## src/rtl/fu_result_buffer_if.sv

```systemverilog
// Result entry type and the FU/CDB-side bus of fu_result_buffer.
// fu_result_buffer is the slave; the FUs and the CDB arbiter drive the master side.
`ifndef NUM_FU_TOTAL
`define NUM_FU_TOTAL 4
`endif

typedef struct packed {
  logic        valid;
  logic [5:0]  tag;
  logic [31:0] value;
} cdb_entry_t;

interface fu_result_buffer_if #(
  parameter int NUM_FU = `NUM_FU_TOTAL
);
  // Handshakes:
  // - Push side: an FU transfers fu_result[i] on a posedge when fu_result[i].valid and fu_ready[i] are both 1.
  //   fu_ready is registered-only, so an FU may decide on valid after looking at it.
  // - Pop side: the arbiter consumes fu_outputs[i] on a posedge when fu_outputs[i].valid and cdb_gnt[i] are both 1.
  //   A grant with valid=0 has no effect.
  cdb_entry_t [NUM_FU-1:0] fu_result;
  logic       [NUM_FU-1:0] fu_ready;
  logic       [NUM_FU-1:0] cdb_gnt;
  cdb_entry_t [NUM_FU-1:0] fu_outputs;

  modport master (
    output fu_result,
    output cdb_gnt,
    input  fu_ready,
    input  fu_outputs
  );

  modport slave (
    input  fu_result,
    input  cdb_gnt,
    output fu_ready,
    output fu_outputs
  );
endinterface

```

## src/rtl/fu_result_buffer.sv

```systemverilog
// Per-FU result FIFOs between the functional units and the CDB arbiter.
// The head of each FIFO is that FU's CDB request; a grant pops it. DEPTH must be a power of two and at least 2.
module fu_result_buffer #(
  parameter int NUM_FU = `NUM_FU_TOTAL,
  parameter int DEPTH  = 2
) (
  input  logic               clock,
  input  logic               reset,
  fu_result_buffer_if.slave  bus,
  input  logic               flush,
  output logic               overflow_err
);
  localparam int PTR_W = $clog2(DEPTH);
  localparam int CNT_W = PTR_W + 1;
  localparam logic [CNT_W-1:0] FULL_CNT = CNT_W'(DEPTH);

  cdb_entry_t       storage_q [NUM_FU][DEPTH];
  logic [PTR_W-1:0] head_q  [NUM_FU];
  logic [PTR_W-1:0] head_d  [NUM_FU];
  logic [PTR_W-1:0] tail_q  [NUM_FU];
  logic [PTR_W-1:0] tail_d  [NUM_FU];
  logic [CNT_W-1:0] count_q [NUM_FU];
  logic [CNT_W-1:0] count_d [NUM_FU];
  logic [NUM_FU-1:0] push;
  logic [NUM_FU-1:0] pop;
  logic [NUM_FU-1:0] push_while_full;
  logic overflow_q;
  logic overflow_d;

  // Outputs decode from flops only; empty FIFOs present an all-zero entry.
  always_comb begin
    bus.fu_ready   = '0;
    bus.fu_outputs = '0;
    for (int i = 0; i < NUM_FU; i++) begin
      bus.fu_ready[i] = (count_q[i] != FULL_CNT);
      if (count_q[i] != '0) begin
        bus.fu_outputs[i]       = storage_q[i][head_q[i]];
        bus.fu_outputs[i].valid = 1'b1;
      end
    end
  end

  always_comb begin
    push            = '0;
    pop             = '0;
    push_while_full = '0;
    for (int i = 0; i < NUM_FU; i++) begin
      push[i]            = bus.fu_result[i].valid && (count_q[i] != FULL_CNT);
      pop[i]             = bus.cdb_gnt[i] && (count_q[i] != '0);
      push_while_full[i] = bus.fu_result[i].valid && (count_q[i] == FULL_CNT);
      head_d[i]  = head_q[i];
      tail_d[i]  = tail_q[i];
      count_d[i] = count_q[i];
      if (flush) begin
        head_d[i]  = '0;
        tail_d[i]  = '0;
        count_d[i] = '0;
      end else begin
        if (push[i]) tail_d[i] = tail_q[i] + PTR_W'(1);
        if (pop[i])  head_d[i] = head_q[i] + PTR_W'(1);
        case ({push[i], pop[i]})
          2'b10:   count_d[i] = count_q[i] + CNT_W'(1);
          2'b01:   count_d[i] = count_q[i] - CNT_W'(1);
          default: count_d[i] = count_q[i];
        endcase
      end
    end
    // A dropped push is a protocol violation by the FU, independent of any flush.
    overflow_d = overflow_q | (|push_while_full);
  end

  always_ff @(posedge clock or negedge reset) begin
    if (!reset) begin
      for (int i = 0; i < NUM_FU; i++) begin
        head_q[i]  <= '0;
        tail_q[i]  <= '0;
        count_q[i] <= '0;
      end
      overflow_q <= 1'b0;
    end else begin
      for (int i = 0; i < NUM_FU; i++) begin
        head_q[i]  <= head_d[i];
        tail_q[i]  <= tail_d[i];
        count_q[i] <= count_d[i];
      end
      overflow_q <= overflow_d;
    end
  end

  // Storage needs no reset: reads are masked by count.
  always_ff @(posedge clock) begin
    for (int i = 0; i < NUM_FU; i++) begin
      if (push[i] && !flush) storage_q[i][tail_q[i]] <= bus.fu_result[i];
    end
  end

  assign overflow_err = overflow_q;
endmodule
```

## src/flat_wrapper.sv

```systemverilog
// flat-port wrapper written by rule: the top's interface ports become plain ports
module fu_result_buffer_flat 
#(
  parameter int NUM_FU = `NUM_FU_TOTAL,
  parameter int DEPTH  = 2
)
  (clock, reset, flush, overflow_err, bus_fu_result, bus_cdb_gnt, bus_fu_ready, bus_fu_outputs);
  fu_result_buffer_if #(.NUM_FU(NUM_FU)) bus_i ();
  input  logic clock;
  input  logic reset;
  input  logic flush;
  output logic overflow_err;
  input wire logic [$bits(bus_i.fu_result)-1:0] bus_fu_result;
  input wire logic [$bits(bus_i.cdb_gnt)-1:0] bus_cdb_gnt;
  output wire logic [$bits(bus_i.fu_ready)-1:0] bus_fu_ready;
  output wire logic [$bits(bus_i.fu_outputs)-1:0] bus_fu_outputs;
  assign bus_i.fu_result = bus_fu_result;
  assign bus_i.cdb_gnt = bus_cdb_gnt;
  assign bus_fu_ready = bus_i.fu_ready;
  assign bus_fu_outputs = bus_i.fu_outputs;
  fu_result_buffer #(.NUM_FU(NUM_FU), .DEPTH(DEPTH)) u_core (.clock(clock), .reset(reset), .bus(bus_i), .flush(flush), .overflow_err(overflow_err));
endmodule
```

## config.mk

```make
export PLATFORM = sky130hd
export DESIGN_NAME = fu_result_buffer_flat
export DESIGN_NICKNAME = d
export VERILOG_FILES = /design/src/rtl/fu_result_buffer_if.sv /design/src/rtl/fu_result_buffer.sv /design/src/flat_wrapper.sv
export SDC_FILE = /design/constraint.sdc
export NUM_CORES = 1
export LEC_CHECK = 0
export CAP_MARGIN = 10
export CELL_PAD_IN_SITES_DETAIL_PLACEMENT = 1
export CELL_PAD_IN_SITES_GLOBAL_PLACEMENT = 2
export CORE_ASPECT_RATIO = 0.5
export CORE_MARGIN = 2
export CORE_UTILIZATION = 34
export DETAILED_ROUTE_END_ITERATION = 8
export PLACE_DENSITY = 0.81
export SETUP_SLACK_MARGIN = 0.05
export SYNTH_ARGS = -nofsm -noshare
export SYNTH_HDL_FRONTEND = slang
export SYNTH_SLANG_ARGS = --single-unit
```

## constraint.sdc

```tcl
create_clock -name clock -period 4.7 [get_ports clock]
set_clock_uncertainty 0.05 [all_clocks]
set_input_delay 0.94 -clock clock [delete_from_list [all_inputs] [get_ports clock]]
set_output_delay 0.94 -clock clock [all_outputs]
set_load 0.03 [all_outputs]
```

==> results.md, run 1 <==
* Post-Synth XOR/XNOR Area at 0.283%
* DP Wirelength at 21.8 mm
* Final hold slack at 0.465 ns
* MaxCap Viol Count at 0
* Largest family of logic cells by synthesized area: multiplexers
* Vias per cell at 4.62
* Synth warnings at 0
* Post-cts resize count at 0
* Core Footprint at 35900 sq um
* Worst r2r src: u_core.count_q[5]
* Post-CTS setup repair buffer count at 0
* Layout net count at 1254
* Post-layout min period at 3.80 ns
* Mapped Area at 12400 sq um
* Crit-path slowest cell: dfrtp_2
* CTS Buf Count at 31
* Commonest non-fill, non-tap cells in the layout: clkdlybuf4s50_1 (323), edfxtp_1 (304), nor2_1 (157), mux2i_1 (155), clkbuf_16 (31)
* Crit Path Class: flop to output port
* Crit-path cells: buf_4 > mux2i_1 > nor2_1 > clkdlybuf4s50_1
* CTS Sinks at 321
* Critical Path Stages at 4
* Commonest non-fill, non-tap cell in the layout: clkdlybuf4s50_1
* Async SR Flop Fraction at 5.30%
* CP peak stage delay at 0.77 ns
* Die Y at 139 um
* Syn Inst Count at 758
* Final WL at 31.9 mm
* Slew @ Worst Pin at 1.10 ns
* Post-Synth Adder-Cell Area at 0%
* Worst Hold Class: flop to flop
* CTS tree: yes
* FMAX at 263 MHz
* Critical R2R Capture: u_core.storage_q[1][27]
* Post-DRT Antenna Nets at 0
* R2R depth at 5
* Die Area at 38100 sq um
* Final hold vios at 0
* Post-CTS Hold Buffers at 0
* Buf/Inv on CP at 2
* Clk pin slew, worst setup/hold paths at 0.06 ns
* Hold Path End: u_core.overflow_err
* Rows at 49
* DRT Pass-1 Iters at 4
* Ports at 324
* Hold depth at 2
* Sequential area share after synthesis at 77.1%
* Setup TNS at 0 ns
* H-tree lvl count at 1
* Per-cell routed wire length at 20.0 um
* VDD IR max at 0.203 mV
* GRT Util Overall at 16.5%
* Clk buf depth at 3
* Syn_nets at 921
* RePlAce Congestion at 0.747
* Multiplexer area fraction after synthesis at 12.5%
* Worst path required time at 3.71 ns
* Post-Synth Simple-Gate Area at 6.54%
* Final setup viols at 0
* Critical Path End Type: output port
* Unrepaired setup endpoints after global routing: no
* Worst skew pair latency at 0.57 ns
* Fin util at 47.7%
* Primary FF master, synth: edfxtp_1
* Layout area overhead at 38.3%
* Vias in the first global route at 8085
* Mean post-synth cell area at 16.3 sq um
* Drt drc at 0
* Yosys reg bits at 321
* Slew headroom at 26.6%
* Port Buf Inserts at 323
* Pwr dens at 387 nW/um^2
* Fin crit share at 80.9%
* Final Max Tran Viols at 0
* First-pass GRT wire length at 48.3 mm
* Share of layout cells above drive strength 1 at 6.65%
* Via count at 7373
* CTS root buf: clkbuf_16
* Reg2Reg Setup Slack at 2.69 ns
* Complex-gate fraction of the synthesized area at 1.57%
* Post-synth EDFFs at 304
* Initial antenna violation count at 1
* HP Start: u_core.overflow_err
* DRT iter0 DRCs at 349
* Delay-heaviest family, CP: buffers and inverters
* Netlist cell types at 25
* Initial core utilization at 34.5%
* Critical path launch point type: flop
* Total gr overflow at 0
* Worst EP arrival at 2.81 ns
* Crit-path max FO at 21
* Status: finished clean
* Die width at 274 um
* Leak Pwr at 5.63 nW
* Largest net degree at the start of global routing at 41
[state kept, by name, indices dropped and copies added, names as in the netlist]
| signal | flops |
|---|---|
| u_core.storage_q | 304 |
| u_core.count_q | 8 |
| u_core.head_q | 4 |
| u_core.tail_q | 4 |
| u_core.overflow_err | 1 |
[synthesized netlist by cell type, drive strengths merged, types with 5 or more instances]
cell	n	area (sq um)
nor3b	7	52.6
buf	25	148
edfxtp	304	9130
inv	12	45.0
clkbuf	13	48.8
nor2	161	604
mux2i	155	1550
a21oi	15	75.1
dfrtp	17	425
nand2	5	18.8
o21ai	9	45.0
[how the worst max path moves through the flow]
stage | start | end | slack (ns)
final | u_core.head_q[0] | bus_fu_outputs[146] | 0.90
after global routing | u_core.head_q[0] | bus_fu_outputs[146] | 0.75
after CTS | u_core.head_q[3] | bus_fu_outputs[36] | 0.83
after detailed placement | flush | u_core.storage_q[3][31] | 1.44
after global placement | u_core.head_q[3] | bus_fu_outputs[36] | 1.45
after floorplan | flush | u_core.storage_q[0][0] | 0.25
[kinds of logic after synthesis]
family / count (synthesis)
DFF: 321
and+or+nand+nor: 194
muxes: 155
buffers and inverters: 50
AOI/OAI and AO/OA: 34
xor gates and xnor gates: 4
[per-stage QoR]
step,power [mW],setup WS [ns],cell area [sq um],cells
finish,6.64,0.898,17100,1597
global route,6.86,0.747,17100,1597
CTS,6.72,0.833,17100,1596
detailed placement,4.36,1.44,16200,1542
global placement,4.34,1.45,16200,1542
floorplan,3.88,0.254,12400,758
[cell type report]
class	instances	area, sq um
Sequential cell	321	9560
Antenna cell	1	2.50
Timing Repair Buffer	338	3350
Tap cell	484	606
Fill cell	3593	18800
Clock buffer	45	858
Clock inverter	9	67.6
Multi-Input combinational cell	387	2650
Inverter	12	45.0
[tightest hold or removal path, stage by stage, from the launching register on]
cell and delay (ns):
dfrtp_1 0.35, a21oi_1 0.05, o211ai_1 0.07
[power breakdown]
group	leakage [nW]	total (mW)	switching [mW]	internal [mW]
combinational	2.18	0.973	0.541	0.432
sequential	3.00	3.32	0.0686	3.25
clock	0.449	2.34	1.04	1.31
[layer usage]
metal / vias up / routed length, um / track usage, %
li1: 3465 / - / -
met3: 42 / 719 / 2.27
met2: 89 / 18100 / 31.9
met1: 3777 / 12500 / 19.0
met5: - / 0 / 0
met4: 0 / 647 / 3.98
Note: power is estimated with default switching activity, not from simulation.
==> run 2, diff against run 1 <==
Clock period 4.7 ns to 3.6 ns, I/O delays scaled along.
==> results.md, run 2 (same netlist as run 1, synthesis figures left out) <==
* Share of layout cells above drive strength 1 at 8.15% (+1.5 points)
* Vias in the first global route at 7859 (-2.8%)
* CTS root buf: clkbuf_16
* Critical path launch point type: flop
* Die Area at 38100 sq um (unchanged)
* Max reg flops at 304 (unchanged)
* Drt drc at 0 (unchanged)
* Initial core utilization at 34.5% (unchanged)
* Fin crit share at 89.9%
* Final Max Tran Viols at 0 (unchanged)
* DP Wirelength at 22.2 mm (+1.9%)
* MaxCap Viol Count at 0 (unchanged)
* Post-cts resize count at 0 (unchanged)
* Leak Pwr at 5.77 nW (+2.5%)
* Crit Path Class: flop to output port
* Layout area overhead at 40.7%
* Unrepaired setup endpoints after global routing: no
* Initial antenna violation count at 3 (+2)
* Reg2Reg Setup Slack at 1.41 ns (-1.28 ns)
* Worst Hold Class: flop to flop
* Vias per cell at 4.61 (about the same)
* Die Y at 139 um (unchanged)
* Fin util at 48.5% (+0.80 points)
* Worst r2r src: u_core.count_q[5]
* Clk pin slew, worst setup/hold paths at 0.07 ns (about the same)
* Post-CTS Hold Buffers at 0 (unchanged)
* Setup TNS at 0 ns (unchanged)
* Worst EP arrival at 2.46 ns (-0.35 ns)
* Final hold slack at 0.452 ns (-0.0137 ns)
* Crit-path slowest cell: clkdlybuf4s50_1
* Hold Path End: u_core.overflow_err
* Worst skew pair latency at 0.56 ns (about the same)
* GRT Util Overall at 16.6% (+0.12 points)
* VDD IR max at 0.301 mV (+48%)
* Port Buf Inserts at 323 (unchanged)
* Pwr dens at 516 nW/um^2 (+33%)
* Post-layout min period at 3.23 ns
* Worst path required time at 2.83 ns (-0.88 ns)
* HP Start: u_core.overflow_err
* Post-DRT Antenna Nets at 0 (unchanged)
* Per-cell routed wire length at 20.1 um (+0.44%)
* CP peak stage delay at 0.63 ns (-0.14 ns)
* CTS Sinks at 321 (unchanged)
* Status: finished clean
* Clk buf depth at 3 (unchanged)
* DRT Pass-1 Iters at 4 (unchanged)
* Die width at 274 um (unchanged)
* RePlAce Congestion at 0.787 (+5.2%)
* CTS tree: yes
* FMAX at 309 MHz
* Crit-path cells: nor2_4 > buf_4 > nor2_1 > clkdlybuf4s50_1
* First-pass GRT wire length at 48.2 mm (about the same)
* Place WS at 0.811 ns (-0.629 ns)
* Final hold vios at 0 (unchanged)
* Layout net count at 1256 (+0.16%)
* Critical R2R Capture: u_core.storage_q[1][2]
* Rows at 49 (unchanged)
* Crit-path max FO at 31 (+48%)
* DRT iter0 DRCs at 283 (-19%)
* Final WL at 32.2 mm (+0.88%)
* Ports at 324 (unchanged)
* Slew @ Worst Pin at 0.829 ns (-0.268 ns)
* Via count at 7400 (+0.37%)
* Commonest non-fill, non-tap cells in the layout: clkdlybuf4s50_1 (323), edfxtp_1 (304), nor2_1 (157), mux2i_1 (155), clkbuf_16 (31)
* Slew headroom at 44.6% (+18 points)
* Commonest non-fill, non-tap cell in the layout: clkdlybuf4s50_1
* Worst setup margin at 0.365 ns (-0.533 ns)
* Core Footprint at 35900 sq um (unchanged)
* Hold depth at 2 (unchanged)
* Total gr overflow at 0 (unchanged)
* Post-CTS setup repair buffer count at 0 (unchanged)
* Final setup viols at 0 (unchanged)
* R2R depth at 5 (unchanged)
* Critical Path End Type: output port
* Largest net degree at the start of global routing at 40 (-2.4%)
* H-tree lvl count at 1 (unchanged)
* CTS Buf Count at 31 (unchanged)
## run 2: cell types whose count changed in the layout (fill, tap and decap cells not counted), sizes merged
cell and change:
bufinv +3, clkinv +7, clkbuf -6, buf +2, clkinvlp -1, diode +2
## run 2: worst max-delay path by stage
stage | startpoint | end | slack, ns | cells after the start
floorplan | u_core.count_q[5] | u_core.storage_q[1][0] | 0.61 | 4
global placement | bus_fu_result[77] | u_core.storage_q[1][36] | 0.93 | 4
detailed placement | bus_fu_result[77] | u_core.storage_q[1][19] | 0.81 | 4
CTS | u_core.count_q[2] | bus_fu_outputs[79] | 0.30 | 4
global route | u_core.count_q[2] | bus_fu_outputs[79] | 0.23 | 4
finish | u_core.count_q[2] | bus_fu_outputs[79] | 0.37 | 4
## run 2: critical path, delay by kind of cell (launching register included)
family / cells / cell delay, ns
AND/OR/NAND/NOR: 2 / 0.43
buffers and inverters: 2 / 1.00
flip-flops: 1 / 0.47
## run 2: layout make-up
class | count | area [sq um]
Antenna cell | 3 | 7.51
Clock buffer | 39 | 866
Clock inverter | 18 | 189
Fill cell | 3540 | 18500
Inverter | 12 | 45.0
Multi-Input combinational cell | 387 | 2700
Sequential cell | 321 | 9560
Tap cell | 484 | 606
Timing Repair Buffer | 340 | 3450
## run 2: layer usage
metal	vias up	wire length, um	GRT usage (%)
met2	103	18200	31.6
met3	49	788	2.27
met1	3766	12500	19.4
met4	0	717	4.49
li1	3482	-	-
met5	-	0	0
## run 2: power breakdown
group | internal, mW | switching [mW] | total (mW)
Sequential | 4.24 | 0.0587 | 4.30
Combinational | 0.585 | 0.754 | 1.34
Clock | 1.98 | 1.37 | 3.35
Total | 6.81 | 2.19 | 8.99
## run 2: metrics by stage
step | instance area, sq um | std cells | total power [mW]
2_1_floorplan | 12400 | 758 | 5.07
3_3_place_gp | 16400 | 1544 | 5.70
3_5_place_dp | 16400 | 1544 | 5.73
4_1_cts | 17400 | 1601 | 9.09
5_1_grt | 17400 | 1604 | 9.31
6_report | 17400 | 1604 | 8.99
